==> src/rtl/collision_scanner.sv <==
// collision_scanner
//   Time-multiplexed frog/car collision engine. A frame_tick snapshots the
//   frog position, then one car slot is box-tested per clock. One registered
//   death or win pulse is produced per scan, together with the lowest hit
//   slot. A death is followed by a grace period of GRACE_FRAMES ticks during
//   which no scans are started.
//
//   state  | meaning
//   -------+---------------------------------------------------------------
//   IDLE   | waiting for frame_tick
//   SCAN   | testing slot idx against the frog snapshot, one slot per cycle
//   REPORT | death_pulse / win_pulse valid for this one cycle
//   HOLD   | grace period after a death, counting frame_ticks down
//
// Ports
//   clk, rst_n        clock, asynchronous active-low reset
//   frame_tick        one-cycle scan request
//   frog_x, frog_y    frog top-left corner
//   car_x, car_y      packed car corners, slot i at [i*COORD_W +: COORD_W]
//   car_enable        per-slot enable; a 0 slot never hits
//   death_pulse       one-cycle pulse: an enabled car overlapped the frog
//   win_pulse         one-cycle pulse: frog snapshot y == 0 and no hit
//   hit_index         lowest hit slot of the last scan that reported a death
//   busy              high in SCAN, REPORT and HOLD
//   overrun           one-cycle pulse: frame_tick dropped in SCAN/REPORT
module collision_scanner #(
  parameter int NUM_CARS     = 8,
  parameter int COORD_W      = 10,
  parameter int TILE_SIZE    = 32,
  parameter int GRACE_FRAMES = 2,
  parameter int IDX_W        = (NUM_CARS > 1) ? $clog2(NUM_CARS) : 1
) (
  input  logic                        clk,
  input  logic                        rst_n,
  input  logic                        frame_tick,
  input  logic [COORD_W-1:0]          frog_x,
  input  logic [COORD_W-1:0]          frog_y,
  input  logic [NUM_CARS*COORD_W-1:0] car_x,
  input  logic [NUM_CARS*COORD_W-1:0] car_y,
  input  logic [NUM_CARS-1:0]         car_enable,
  output logic                        death_pulse,
  output logic                        win_pulse,
  output logic [IDX_W-1:0]            hit_index,
  output logic                        busy,
  output logic                        overrun
);

  localparam int GRACE_W = (GRACE_FRAMES > 0) ? $clog2(GRACE_FRAMES + 1) : 1;
  localparam logic [COORD_W:0]   TILE       = (COORD_W + 1)'(TILE_SIZE);
  localparam logic [IDX_W-1:0]   LAST_IDX   = IDX_W'(NUM_CARS - 1);
  localparam logic [GRACE_W-1:0] GRACE_LOAD = GRACE_W'(GRACE_FRAMES);
  localparam logic [GRACE_W-1:0] GRACE_ONE  = GRACE_W'(1);
  localparam logic               GRACE_EN   = (GRACE_FRAMES > 0);

  typedef enum logic [1:0] {S_IDLE, S_SCAN, S_REPORT, S_HOLD} state_t;

  state_t               state;
  logic [IDX_W-1:0]     idx;
  logic [GRACE_W-1:0]   grace_cnt;
  logic                 hit;
  logic [IDX_W-1:0]     hit_slot;
  logic [COORD_W-1:0]   snap_x;
  logic [COORD_W-1:0]   snap_y;

  // Slot selected by idx; cars are read live while scanning.
  logic [COORD_W-1:0] cur_x;
  logic [COORD_W-1:0] cur_y;
  logic               cur_en;

  always_comb begin
    cur_x  = '0;
    cur_y  = '0;
    cur_en = 1'b0;
    for (int i = 0; i < NUM_CARS; i++) begin
      if (idx == IDX_W'(i)) begin
        cur_x  = car_x[i*COORD_W +: COORD_W];
        cur_y  = car_y[i*COORD_W +: COORD_W];
        cur_en = car_enable[i];
      end
    end
  end

  // One extra bit so corner + TILE never wraps near the top of the range.
  logic [COORD_W:0] fx_w, fy_w, cx_w, cy_w;
  logic             overlap;
  logic             hit_now;
  logic [IDX_W-1:0] slot_now;

  assign fx_w = {1'b0, snap_x};
  assign fy_w = {1'b0, snap_y};
  assign cx_w = {1'b0, cur_x};
  assign cy_w = {1'b0, cur_y};

  // Strict compares: boxes that only share an edge do not collide.
  assign overlap = cur_en
                   && (fx_w < cx_w + TILE) && (cx_w < fx_w + TILE)
                   && (fy_w < cy_w + TILE) && (cy_w < fy_w + TILE);

  // Result including the slot being tested in the final SCAN cycle.
  assign hit_now  = hit | overlap;
  assign slot_now = hit ? hit_slot : idx;

  always_ff @(posedge clk or negedge rst_n) begin
    if (!rst_n) begin
      state       <= S_IDLE;
      idx         <= '0;
      grace_cnt   <= '0;
      hit         <= 1'b0;
      hit_slot    <= '0;
      snap_x      <= '0;
      snap_y      <= '0;
      death_pulse <= 1'b0;
      win_pulse   <= 1'b0;
      hit_index   <= '0;
      busy        <= 1'b0;
      overrun     <= 1'b0;
    end else begin
      death_pulse <= 1'b0;
      win_pulse   <= 1'b0;
      overrun     <= 1'b0;
      case (state)
        S_IDLE: begin
          if (frame_tick) begin
            snap_x <= frog_x;
            snap_y <= frog_y;
            hit    <= 1'b0;
            idx    <= '0;
            busy   <= 1'b1;
            state  <= S_SCAN;
          end
        end
        S_SCAN: begin
          if (frame_tick) overrun <= 1'b1;
          if (overlap && !hit) begin
            hit      <= 1'b1;
            hit_slot <= idx;
          end
          if (idx == LAST_IDX) begin
            // Pulses are launched here so they are valid during REPORT.
            state <= S_REPORT;
            if (hit_now) begin
              death_pulse <= 1'b1;
              hit_index   <= slot_now;
            end else if (snap_y == '0) begin
              win_pulse <= 1'b1;
            end
          end else begin
            idx <= idx + IDX_W'(1);
          end
        end
        S_REPORT: begin
          if (frame_tick) overrun <= 1'b1;
          if (hit && GRACE_EN) begin
            grace_cnt <= GRACE_LOAD;
            state     <= S_HOLD;
          end else begin
            busy  <= 1'b0;
            state <= S_IDLE;
          end
        end
        S_HOLD: begin
          if (frame_tick) begin
            if (grace_cnt == GRACE_ONE) begin
              grace_cnt <= '0;
              busy      <= 1'b0;
              state     <= S_IDLE;
            end else begin
              grace_cnt <= grace_cnt - GRACE_ONE;
            end
          end
        end
        default: begin
          busy  <= 1'b0;
          state <= S_IDLE;
        end
      endcase
    end
  end

endmodule

==> config.mk <==
export PLATFORM = sky130hd
export DESIGN_NAME = collision_scanner
export DESIGN_NICKNAME = d
export VERILOG_FILES = /design/src/rtl/collision_scanner.sv
export SDC_FILE = /design/constraint.sdc
export NUM_CORES = 1
export LEC_CHECK = 0
export BUFFER_PORTS_ARGS = -buffer_cell sky130_fd_sc_hd__buf_2
export CORE_MARGIN = 4
export CORE_UTILIZATION = 30
export DETAILED_ROUTE_END_ITERATION = 12
export GPL_TIMING_DRIVEN = 0
export PLACE_DENSITY_LB_ADDON = 0.12
export SLEW_MARGIN = 40
export SYNTH_ARGS = -nofsm -noshare
export SYNTH_HDL_FRONTEND = slang
export SYNTH_SLANG_ARGS = --single-unit
==> constraint.sdc <==
create_clock -name clk -period 4.4 [get_ports clk]
set_input_delay 0.66 -clock clk [delete_from_list [all_inputs] [get_ports clk]]
set_output_delay 0.66 -clock clk [all_outputs]
set_load 0.01 [all_outputs]
==> metrics.md <==
| Metric | Value |
|---|---|
| Synth cell types | `73` |
| Worst-skew pair later-pin latency | `0.28 ns` |
| Synth async-reset ratio | `1.00` |
| Dpl cell area | `a little over 6000 um^2` |
| Num Clock Sinks | `38` |
| CTS Root Cell | `clkbuf_16` |
| Final wirelength | `20400 um` |
| Hold_ws | `0.357 ns` |
| Worst VDD drop | `roughly 0.00034 V` |
| Vias per cell | `roughly 5.5` |
| TritonCTS buffer count | `5` |
| Clock power frac | `0.056` |
| Post-synth top area share | `0.197` |
| Dpl hpwl | `approximately 16000 um` |
| Place WS | `-0.975 ns` |
| Pwr/cell area | `904 nW/um^2` |
| Max-Cap Viols | `0` |
| Crit path kind | `flop to flop` |
| Worst-case clock buffer depth | `2` |
| Hold bufs inserted after CTS | `0` |
| Multi-input logic area | `between 3000 and 4000 um^2` |
| Final setup viols | `0` |
| Die area | `18200 um^2` |
| Area leader, netlist | `dfrtp_1` |
| Worst EP required | `about 4.6 ns` |
| Cells after Synth | `~580` |
| TritonCTS clock tree | `built` |
| Final setup margin | `between 0.006 and 0.007 ns` |
| P_int | `0.00328 W` |
| Slew @ Worst Pin | `between 0.6 and 0.7 ns` |
| FMAX | `0.228 GHz` |
| GRT Overall Usage | `0.210` |
| Routed wire per std cell | `around 20 um` |
| Pre-antenna DRT Iters | `5` |
| Worst-path clk slew | `roughly 0.060 ns` |
| Crit. End Element | `flop` |
| Largest net degree at the start of global routing | `39` |
| Die width | `135 um` |
| Final nets | `approximately 1.1k` |
| Final Hold Vio Count | `0` |
| # diodes | `0` |
| Clock skew | `between 0.004 and 0.005 ns` |
| # IOs | `approximately 200` |
| Commonest non-fill, non-tap cell in the layout | `buf_2` |
| Register area share after synthesis | `0.197` |
| Total power draw | `~0.0063 W` |
| Starting density of the core | `0.305` |
| Vias in the first global route | `5757` |
| Synth Cell Area | `4830 um^2` |
| Post-route cell area | `between 7000 and 8000 um^2` |
| Post-synth EDFFs | `0` |
| Vert. Die Dim | `approximately 130 um` |
| Period minus WS final | `around 4.4 ns` |
| Status | `completed` |
| Class of the worst hold path | `primary input to async pin` |
| Area delta synth->final | `44.9%` |
| Initial antenna violation count | `0` |
| Crit Path Max Fanout | `7` |
| Seq. cell area | `955 um^2` |
| Fin crit share | `0.999` |
| Most frequent cells in the layout | `buf_2, nand2_1, ha_1` |
| Slew margin rel. | `0.595` |
| Comb power frac | `0.831` |
| Layout cells sized above 1 | `0.425` |
| Rows | `46` |
| Worst Setup Start Kind | `flop` |
| Count of state elements after synthesis | `38` |
| Max Slew Vio Count | `0` |
| Post-Syn Nets | `a little over 800` |
| Mean Syn Cell Area | `8.31 um^2` |
| Switching power | `roughly 0.0031 W` |
| First-pass GRT wire length | `30700 um` |
| RSZ-0062 raised after global routing | `true` |
| Fill cell count | `1618` |
| Number of port buffers | `between 150 and 200` |
| Post-route DRC | `0` |
| Yosys warning total | `0` |
| Largest cells by area after synthesis | `dfrtp_1, ha_1, mux2_2` |
| CTS H-tree depth | `2` |
| Leak | `between 3 and 4 nW` |
| Net Sw Frac | `0.482` |
| Gr ovfl total | `0` |
| RD Place Congestion | `between 0.9 and 1` |
| DRT iter0 DRCs | `387` |
| Primary FF master, synth | `dfrtp_1` |
| DR vias | `around 5.7k` |
| Final ANT Viol Nets | `0` |
| Reg power frac | `0.112` |
| Worst EP arrival | `around 4.6 ns` |
| Core area | `~16000 um^2` |
## synthesized netlist by cell type, drive strengths merged (11+ instances only)
master,number
a211oi,11
a21oi,38
a221o,11
a221oi,28
buf,19
clkbuf,14
dfrtp,38
ha,51
inv,45
mux2,28
mux2i,19
nand2,51
nor2,36
nor2b,15
o21ai,22
o31ai,12
## flip-flops by register name, summed over array words and instances, names as in the netlist
name / flops
state: 2
grace_cnt: 2
hit_slot: 3
death_pulse: 1
busy: 1
hit_index: 3
win_pulse: 1
snap_y: 10
snap_x: 10
overrun: 1
idx: 3
hit: 1
## path summary, 6_finish.rpt
| path | slack [ns] | endpoint | cells past startpoint | from |
|---|---|---|---|---|
| setup / recovery | 0.006 | hit_slot[1] | 21 | idx[0] |
| hold / removal | 0.36 | snap_x[9] | 1 | rst_n |
| setup reg to reg | 0.006 | hit_slot[1] | 21 | idx[0] |
| hold reg to reg | 0.50 | busy | 1 | busy |
| max in group asynchronous | 3.67 | idx[0] | 1 | rst_n |
| min in group clk | 0.50 | busy | 1 | busy |
## cell families after synthesis
logic type,count (synthesis),share of synthesized area
AND/OR/NAND/NOR,162,0.171
AO/OA/AOI/OAI,193,0.302
multiplexers,47,0.105
adder cells (fa/ha/maj),51,0.132
buffers and inverters,79,0.0730
XOR/XNOR,12,0.0217
flip-flops,38,0.197
## area by class of cell
class	count	share of cell area
Sequential cell	38	0.136
Clock inverter	1	0.000714
Multi-Input combinational cell	465	0.547
Inverter	46	0.0261
Buffer	32	0.0418
Tap cell	216	0.0386
Timing Repair Buffer	234	0.189
Clock buffer	7	0.0204
## critical path: stages (launching register included)
cell	delay, ns
dfrtp_2	0.45
buf_6	0.14
ha_4	0.18
buf_8	0.15
buf_8	0.13
a221oi_4	0.29
o31ai_2	0.08
a221o_1	0.32
mux2i_1	0.17
o21ai_1	0.10
mux2i_2	0.28
inv_2	0.09
ha_4	0.24
a21o_1	0.15
a21o_1	0.16
a221oi_2	0.21
nand2b_4	0.17
a31oi_4	0.08
and2_4	0.17
nor4_4	0.24
buf_4	0.17
mux2_4	0.29
## what timing repair did
item,in CTS,in global routing
pin swaps,9,15
buffers inserted,22,12
setup endpoints to repair,9,9
gates resized for setup,71,31
gates cloned,0,3
## routing by layer
layer | up-vias | global-route usage | wire (um) | share of wire
met5 | - | 0 | 0 | 0
met1 | 2693 | 0.263 | 8540 | 0.42
met3 | 37 | 0.0346 | 1460 | 0.071
met4 | 0 | 0.0666 | 588 | 0.029
met2 | 249 | 0.370 | 9830 | 0.48
li1 | 2685 | - | - | -
## through the flow
step	TNS (ns)	utilization	cells
global placement	-7.07	0.386	995
detailed placement	-6.73	0.387	995
finish	0	0.443	1039
CTS	0	0.425	1024
floorplan	0	-	582
global route	-0.628	0.443	1039
## power groups by stage
stage | Sequential (W) | Combinational (W) | Clock, W
4_1_cts | 0.000710 | 0.00478 | 0.000372
3_3_place_gp | 0.000707 | 0.00400 | 0
6_report | 0.000711 | 0.00526 | 0.000356
3_5_place_dp | 0.000715 | 0.00409 | 0
2_1_floorplan | 0.000639 | 0.00306 | 0
5_1_grt | 0.000738 | 0.00578 | 0.000384
Note: power is estimated with default switching activity, not from simulation.
